## config.mk

```make
export PLATFORM = sky130hd
export DESIGN_NAME = tcp_tx
export DESIGN_NICKNAME = d
export VERILOG_FILES = /design/src/rtl/tcp_tx.sv
export SDC_FILE = /design/constraint.sdc
export NUM_CORES = 1
export LEC_CHECK = 0
export BUFFER_PORTS_ARGS = -buffer_cell sky130_fd_sc_hd__buf_2
export CAP_MARGIN = 5
export CORE_UTILIZATION = 30
export DETAILED_ROUTE_END_ITERATION = 8
export RECOVER_POWER = 25
export REMOVE_ABC_BUFFERS = 1
export SYNTH_ARGS = -nofsm -noshare
export SYNTH_HDL_FRONTEND = slang
export SYNTH_SLANG_ARGS = --single-unit
```

## constraint.sdc

```tcl
create_clock -name CLOCK -period 5.1 [get_ports CLOCK]
set_input_delay 0.255 -clock CLOCK [delete_from_list [all_inputs] [get_ports CLOCK]]
set_output_delay 0.255 -clock CLOCK [all_outputs]
set_load 0.01 [all_outputs]
```

## src/rtl/tcp_tx.sv

```systemverilog
// TCP/IPv4-over-Ethernet frame transmitter: wraps a streamed payload in a 54-byte
// header, pads short frames to 60 bytes and emits one byte per output beat.
module tcp_tx #(
  parameter logic [47:0] mac    = 48'h000000000000,
  parameter logic [31:0] ip     = 32'h11223344,
  parameter logic [15:0] port   = 16'd80,
  parameter logic [15:0] window = 16'hFFFF
) (
  input  logic        CLOCK,
  input  logic        RESET_N,
  input  logic        start,
  output logic        busy,
  input  logic [47:0] dstMac,
  input  logic [31:0] dstIp,
  input  logic [15:0] dstPort,
  input  logic [31:0] seq,
  input  logic [31:0] ack,
  input  logic [7:0]  flags,
  input  logic [15:0] tcpChk,
  input  logic [10:0] payloadLen,
  input  logic        inValid,
  input  logic [7:0]  inData,
  output logic        inReady,
  output logic        outValid,
  output logic [7:0]  outData,
  output logic        outLast,
  input  logic        outReady,
  output logic [7:0]  frameCount,
  output logic [7:0]  errCount
);

  typedef enum logic [1:0] {
    IDLE    = 2'd0,
    HDR     = 2'd1,
    PAYLOAD = 2'd2,
    PAD     = 2'd3
  } state_t;

  localparam logic [10:0] MAX_PAYLOAD = 11'd1460;
  localparam logic [10:0] HDR_LEN     = 11'd54;
  localparam logic [10:0] MIN_FRAME   = 11'd60;
  localparam logic [10:0] MIN_PAYLOAD = 11'd6;
  localparam logic [3:0]  CHK_WORDS   = 4'd9;

  // Ones'-complement 16-bit add with end-around carry.
  function automatic logic [15:0] csum_add(input logic [15:0] a, input logic [15:0] b);
    logic [16:0] s;
    s = {1'b0, a} + {1'b0, b};
    return s[15:0] + {15'd0, s[16]};
  endfunction

  state_t      state_q, state_d;
  logic        busy_q, busy_d;
  logic        out_valid_q, out_valid_d;
  logic [7:0]  out_data_q, out_data_d;
  logic        out_last_q, out_last_d;
  logic [7:0]  frame_cnt_q, frame_cnt_d;
  logic [7:0]  err_cnt_q, err_cnt_d;
  logic [15:0] id_q, id_d;
  logic [47:0] dst_mac_q, dst_mac_d;
  logic [31:0] dst_ip_q, dst_ip_d;
  logic [15:0] dst_port_q, dst_port_d;
  logic [31:0] seq_q, seq_d;
  logic [31:0] ack_q, ack_d;
  logic [7:0]  flags_q, flags_d;
  logic [15:0] tcp_chk_q, tcp_chk_d;
  logic [10:0] len_q, len_d;
  logic [10:0] byte_cnt_q, byte_cnt_d;
  logic [3:0]  chk_step_q, chk_step_d;
  logic [15:0] chk_acc_q, chk_acc_d;

  logic         adv_s;
  logic [15:0]  tot_len_s;
  logic [15:0]  ip_chk_s;
  logic [15:0]  chk_word_s;
  logic [10:0]  frame_len_s;
  logic [10:0]  pay_end_s;
  logic         last_byte_s;
  logic         more_pay_s;
  logic [431:0] hdr_s;
  logic [8:0]   hdr_lsb_s;
  logic [7:0]   hdr_byte_s;
  logic         emit_s;
  logic [7:0]   emit_byte_s;
  logic         in_ready_s;

  assign adv_s       = !out_valid_q || outReady;
  assign tot_len_s   = 16'd40 + {5'd0, len_q};
  assign ip_chk_s    = ~chk_acc_q;
  assign frame_len_s = (len_q < MIN_PAYLOAD) ? MIN_FRAME : (HDR_LEN + len_q);
  assign pay_end_s   = HDR_LEN + len_q - 11'd1;
  assign last_byte_s = (byte_cnt_q == (frame_len_s - 11'd1));
  assign more_pay_s  = (byte_cnt_q < (HDR_LEN + len_q));
  assign in_ready_s  = (state_q == PAYLOAD) && adv_s && more_pay_s;

  assign hdr_s = {dst_mac_q, mac, 16'h0800,
                  16'h4500, tot_len_s, id_q, 16'h4000, 8'h40, 8'h06, ip_chk_s, ip, dst_ip_q,
                  port, dst_port_q, seq_q, ack_q, 8'h50, flags_q, window, tcp_chk_q, 16'h0000};
  assign hdr_lsb_s  = 9'd424 - {byte_cnt_q[5:0], 3'b000};
  assign hdr_byte_s = hdr_s[hdr_lsb_s +: 8];

  // IP header words folded into the checksum, one per cycle after start.
  always_comb begin
    case (chk_step_q)
      4'd0:    chk_word_s = 16'h4500;
      4'd1:    chk_word_s = tot_len_s;
      4'd2:    chk_word_s = id_q;
      4'd3:    chk_word_s = 16'h4000;
      4'd4:    chk_word_s = 16'h4006;
      4'd5:    chk_word_s = ip[31:16];
      4'd6:    chk_word_s = ip[15:0];
      4'd7:    chk_word_s = dst_ip_q[31:16];
      4'd8:    chk_word_s = dst_ip_q[15:0];
      default: chk_word_s = 16'h0000;
    endcase
  end

  // Byte source for the current state; payload beats only exist when a byte is offered.
  always_comb begin
    emit_s      = 1'b0;
    emit_byte_s = 8'h00;
    case (state_q)
      HDR: begin
        emit_s      = 1'b1;
        emit_byte_s = hdr_byte_s;
      end
      PAYLOAD: begin
        emit_s      = inValid && more_pay_s;
        emit_byte_s = inData;
      end
      PAD: begin
        emit_s      = 1'b1;
        emit_byte_s = 8'h00;
      end
      default: begin
        emit_s      = 1'b0;
        emit_byte_s = 8'h00;
      end
    endcase
  end

  // Frame sequencing, output register loading and counters.
  always_comb begin
    state_d     = state_q;
    busy_d      = busy_q;
    out_data_d  = out_data_q;
    frame_cnt_d = frame_cnt_q;
    err_cnt_d   = err_cnt_q;
    id_d        = id_q;
    dst_mac_d   = dst_mac_q;
    dst_ip_d    = dst_ip_q;
    dst_port_d  = dst_port_q;
    seq_d       = seq_q;
    ack_d       = ack_q;
    flags_d     = flags_q;
    tcp_chk_d   = tcp_chk_q;
    len_d       = len_q;
    byte_cnt_d  = byte_cnt_q;

    if (busy_q && (chk_step_q < CHK_WORDS)) begin
      chk_acc_d  = csum_add(chk_acc_q, chk_word_s);
      chk_step_d = chk_step_q + 4'd1;
    end else begin
      chk_acc_d  = chk_acc_q;
      chk_step_d = chk_step_q;
    end

    // An accepted (or empty) output slot is cleared unless refilled below.
    if (adv_s) begin
      out_valid_d = 1'b0;
      out_last_d  = 1'b0;
    end else begin
      out_valid_d = out_valid_q;
      out_last_d  = out_last_q;
    end

    case (state_q)
      IDLE: begin
        if (start) begin
          if (payloadLen > MAX_PAYLOAD) begin
            err_cnt_d = err_cnt_q + 8'd1;
          end else begin
            dst_mac_d  = dstMac;
            dst_ip_d   = dstIp;
            dst_port_d = dstPort;
            seq_d      = seq;
            ack_d      = ack;
            flags_d    = flags;
            tcp_chk_d  = tcpChk;
            len_d      = payloadLen;
            byte_cnt_d = 11'd0;
            chk_step_d = 4'd0;
            chk_acc_d  = 16'h0000;
            busy_d     = 1'b1;
            state_d    = HDR;
          end
        end else begin
          state_d = IDLE;
        end
      end
      HDR, PAYLOAD, PAD: begin
        if (adv_s && out_last_q) begin
          state_d     = IDLE;
          busy_d      = 1'b0;
          frame_cnt_d = frame_cnt_q + 8'd1;
          id_d        = id_q + 16'd1;
        end else if (adv_s && emit_s && (byte_cnt_q < frame_len_s)) begin
          out_valid_d = 1'b1;
          out_data_d  = emit_byte_s;
          out_last_d  = last_byte_s;
          byte_cnt_d  = byte_cnt_q + 11'd1;
          if ((state_q == HDR) && (byte_cnt_q == (HDR_LEN - 11'd1))) begin
            state_d = (len_q != 11'd0) ? PAYLOAD : PAD;
          end else if ((state_q == PAYLOAD) && (byte_cnt_q == pay_end_s) && !last_byte_s) begin
            state_d = PAD;
          end else begin
            state_d = state_q;
          end
        end else begin
          state_d = state_q;
        end
      end
      default: begin
        state_d = IDLE;
        busy_d  = 1'b0;
      end
    endcase
  end

  // State and output registers; reset abandons any frame in flight.
  always_ff @(posedge CLOCK or negedge RESET_N) begin
    if (!RESET_N) begin
      state_q     <= IDLE;
      busy_q      <= 1'b0;
      out_valid_q <= 1'b0;
      out_data_q  <= 8'h00;
      out_last_q  <= 1'b0;
      frame_cnt_q <= 8'h00;
      err_cnt_q   <= 8'h00;
      id_q        <= 16'h0000;
      dst_mac_q   <= 48'h000000000000;
      dst_ip_q    <= 32'h00000000;
      dst_port_q  <= 16'h0000;
      seq_q       <= 32'h00000000;
      ack_q       <= 32'h00000000;
      flags_q     <= 8'h00;
      tcp_chk_q   <= 16'h0000;
      len_q       <= 11'd0;
      byte_cnt_q  <= 11'd0;
      chk_step_q  <= 4'd0;
      chk_acc_q   <= 16'h0000;
    end else begin
      state_q     <= state_d;
      busy_q      <= busy_d;
      out_valid_q <= out_valid_d;
      out_data_q  <= out_data_d;
      out_last_q  <= out_last_d;
      frame_cnt_q <= frame_cnt_d;
      err_cnt_q   <= err_cnt_d;
      id_q        <= id_d;
      dst_mac_q   <= dst_mac_d;
      dst_ip_q    <= dst_ip_d;
      dst_port_q  <= dst_port_d;
      seq_q       <= seq_d;
      ack_q       <= ack_d;
      flags_q     <= flags_d;
      tcp_chk_q   <= tcp_chk_d;
      len_q       <= len_d;
      byte_cnt_q  <= byte_cnt_d;
      chk_step_q  <= chk_step_d;
      chk_acc_q   <= chk_acc_d;
    end
  end

  assign busy       = busy_q;
  assign inReady    = in_ready_s;
  assign outValid   = out_valid_q;
  assign outData    = out_data_q;
  assign outLast    = out_last_q;
  assign frameCount = frame_cnt_q;
  assign errCount   = err_cnt_q;

endmodule

```

==> results.txt <==
Unique masters post-synth: 85
# DRC: 20
Logic pwr share: 0.326
Arrival @ worst endpoint: 5.19 ns
CP endpoint kind: flip-flop
Final Hold Vio Count: 1
CTS max path bufs: 3
Num CTS Buffers: 35
Final Wtd Congestion: 0.920
max-slew violations: 73
crit share post-route: 0.926
Reg clk slew, reported paths: 0.05 ns
crit-path max cell delay: 0.53 ns
Critical Path Start: chk_step_q[2]
IO buf count: 235
Async SR Flop Fraction: 1.00
Site Rows: 84
critical path fanouts, max: 8
max_cap viols: 1
pin count of the biggest net entering global routing: 138
Post-DRT Antenna Nets: 0
HP Start: dstIp[25]
Max VDD drop: 0.000245 V
final total power: 0.00730 W
YS warnings: 0
core footprint: 52800 µm²
internal power: 0.00466 W
Worst Max-Slew Pin Slew: 3.57 ns
via count: 15.2k
CTS tree: built
register area share after synthesis: 0.422
outcome: complete, but fails checks
Max Clk Rate: 212 MHz
Switching Fraction: 0.361
failing checks: design-rule violations, negative hold slack, max-capacitance violations, max-slew violations
Fin Hold WS: -0.00187 ns
cell count after synthesis: 1865
Critical Path Slowest Stage Cell: or4_1
Reg-to-Reg Start: chk_step_q[2]
layout cells sized above 1: 0.162
DRT Pass-1 Iters: 9
Syn-to-layout area delta: 31.4%
remaining global-route overflow: 0
PwrDens: 345 nW/µm²
leakage power: 10.4 nW
die area: 54600 µm²
P_sw: 0.00264 W
CTS root buffer: clkbuf_16
antenna violations before repair: 3
x dimension of the die: 234 µm
Avg WL per Cell: 19.4 µm
Clk network pwr share: 0.349
via density per instance: 5.12
total routed wirelength: 57.6 mm
Worst-Skew Late Latency: 0.55 ns
Worst setup SP type: flip-flop
register bit total from synthesis: 271
Fin Clk Skew: 0.0226 ns
Initial Util: 0.305
nets: 2535
HPWL Detailed: 39.8 mm
I/O pin cnt: 236
Flop pwr share: 0.324
H-Tree Depth: 2
Die Y: 234 µm
Hold WC Path Type: input pin to flip-flop
Critical Setup Path Class: flip-flop to flip-flop
relative slew slack: -1.38
initial DRC count: 1316
Period minus WS final: 4.72 ns
vias in the first global route: 15.2k
fillers: 5298
Primary FF master, synth: dfrtp_1
# clock sinks: 271
Tot GR Track Use: 0.210
number of synthesized flops with an enable pin: 0
Netlist Area Pre-Place: 16100 µm²
first-pass GRT wire length: 87.6 mm
CP required: 5.56 ns
syn avg cell area: 8.63 µm²
CP Cell Sequence: inv_1 -> buf_4 -> and3_1 -> buf_4 -> a222oi_1 -> o21ai_0 -> ha_1 -> or4_1 -> o221ai_1 -> o211ai_1 -> a31o_2 -> a21o_1 -> ha_1 -> ha_1 -> nand3_1 -> nor2_1 -> buf_4 -> nand2_1 -> xor2_1 -> nand2_1 -> a21oi_1
final setup vio count: 0
[power groups by stage]
stage,clock network [W],registers [W],logic (W)
after CTS,0.00262,0.00236,0.00235
after global placement,0,0.00240,0.00221
final,0.00255,0.00237,0.00238
after floorplan,0,0.00245,0.00129
after global routing,0.00269,0.00238,0.00255
after detailed placement,0,0.00240,0.00223
[cells in the mapped netlist (all sizes together), types with 7 or more instances]
master	n	share of area
a22oi	14	0.0065
o21ai	84	0.027
or3	10	0.0042
a211oi	20	0.0093
and3	21	0.0085
nor3	16	0.0053
o221ai	7	0.0038
a21oi	62	0.019
xnor2	70	0.039
nor2b	13	0.0051
xor2	35	0.020
mux4	30	0.042
nand2	674	0.16
nand4	13	0.0051
clkbuf	85	0.020
inv	34	0.0079
dfrtp	271	0.42
a21o	7	0.0033
or4	9	0.0044
nor2	84	0.020
mux2i	39	0.024
o22ai	7	0.0027
buf	20	0.0068
nand3	36	0.011
ha	68	0.053
o211ai	10	0.0047
nor4	8	0.0035
[flip-flops by register name (all words and copies together), names as in the netlist, 11 cells and up]
name	flops
ack_q	32
byte_cnt_q	11
chk_acc_q	16
dst_ip_q	32
dst_mac_q	48
dst_port_q	16
id_q	16
len_q	11
seq_q	32
tcp_chk_q	16
[final timing paths]
check	endpoint	slack (ns)	depth (start not counted)
max in group asynchronous	byte_cnt_q[0]	0.93	3
worst min register to register	dst_port_q[10]	0.47	2
min in group asynchronous	ack_q[0]	1.66	2
worst min-delay path	dst_ip_q[25]	-0.002	3
worst max register to register	chk_acc_q[8]	0.38	21
worst max-delay path	chk_acc_q[8]	0.38	21
[logic make-up (layout without fill, tap and decap cells)]
group | count (synthesis) | in the layout | synth area share
simple gates | 909 | 909 | 0.237
compound gates | 294 | 294 | 0.122
flops | 271 | 271 | 0.422
buf+inv | 141 | 558 | 0.0352
xor+xnor | 106 | 106 | 0.0600
mux | 75 | 75 | 0.0705
fa+ha+maj | 69 | 69 | 0.0541
other cells | 0 | 3 | 0
[final cells by class]
class,count,area (µm²),area share
multi-input cells,1453,8780,0.416
repair buffers,461,3380,0.160
clock buffers,54,1080,0.0510
clock inverters,7,103,0.00485
well taps,688,861,0.0407
inverters,36,138,0.00651
flip-flops and latches,271,6790,0.321
diodes,3,7.51,0.000355
[routing by layer]
layer,global-route usage,vias to the layer above,part of all wire
met4,0.0623,0,0.027
met3,0.0282,86,0.057
met5,0,-,0
met1,0.284,7455,0.44
met2,0.346,516,0.48
li1,-,7157,-
[stage by stage]
step | std cells | cell area (µm²) | utilization | setup WS, ns | TNS (ns)
3_5_place_dp | 2715 | 18000 | 0.342 | 0.308 | 0
3_3_place_gp | 2715 | 18000 | 0.342 | 0.425 | 0
6_report | 2973 | 21100 | 0.401 | 0.378 | 0
5_1_grt | 2973 | 21100 | 0.401 | -0.00145 | -0.00145
2_1_floorplan | 1760 | 15700 | - | -3.66 | -682.74
4_1_cts | 2970 | 21100 | 0.401 | 0.272 | 0
[worst max-delay path: cells and delay by family, from the launching register on]
| kind | cells | cell delay [ns] |
|---|---|---|
| AO/OA/AOI/OAI | 7 | 1.62 |
| AND/OR/NAND/NOR | 6 | 1.01 |
| buffers and inverters | 4 | 0.67 |
| adder cells (fa/ha/maj) | 3 | 0.67 |
| flip-flops | 1 | 0.49 |
| XOR/XNOR | 1 | 0.15 |
[timing repair]
| action | in CTS | in global routing |
|---|---|---|
| hold buffers | 194 | 0 |
| hold endpoints to repair | 263 | 0 |
| endpoints found under the setup margin | 0 | 8 |
| resized for setup | 0 | 5 |
| setup buffers | 0 | 0 |
[cell usage in the layout (no fill, tap or decap), drive strengths merged, types with 35 or more instances in the layout]
cell	Yosys	final
nand3	36	36
xor2	35	35
xnor2	70	70
dfrtp	271	271
dlygate4sd3	0	194
clkbuf	85	72
ha	68	68
nor2	84	84
mux2i	39	39
inv	34	35
o21ai	84	84
nand2	674	674
buf	20	248
a21oi	62	62
Note: power is estimated with default switching activity, not from simulation.
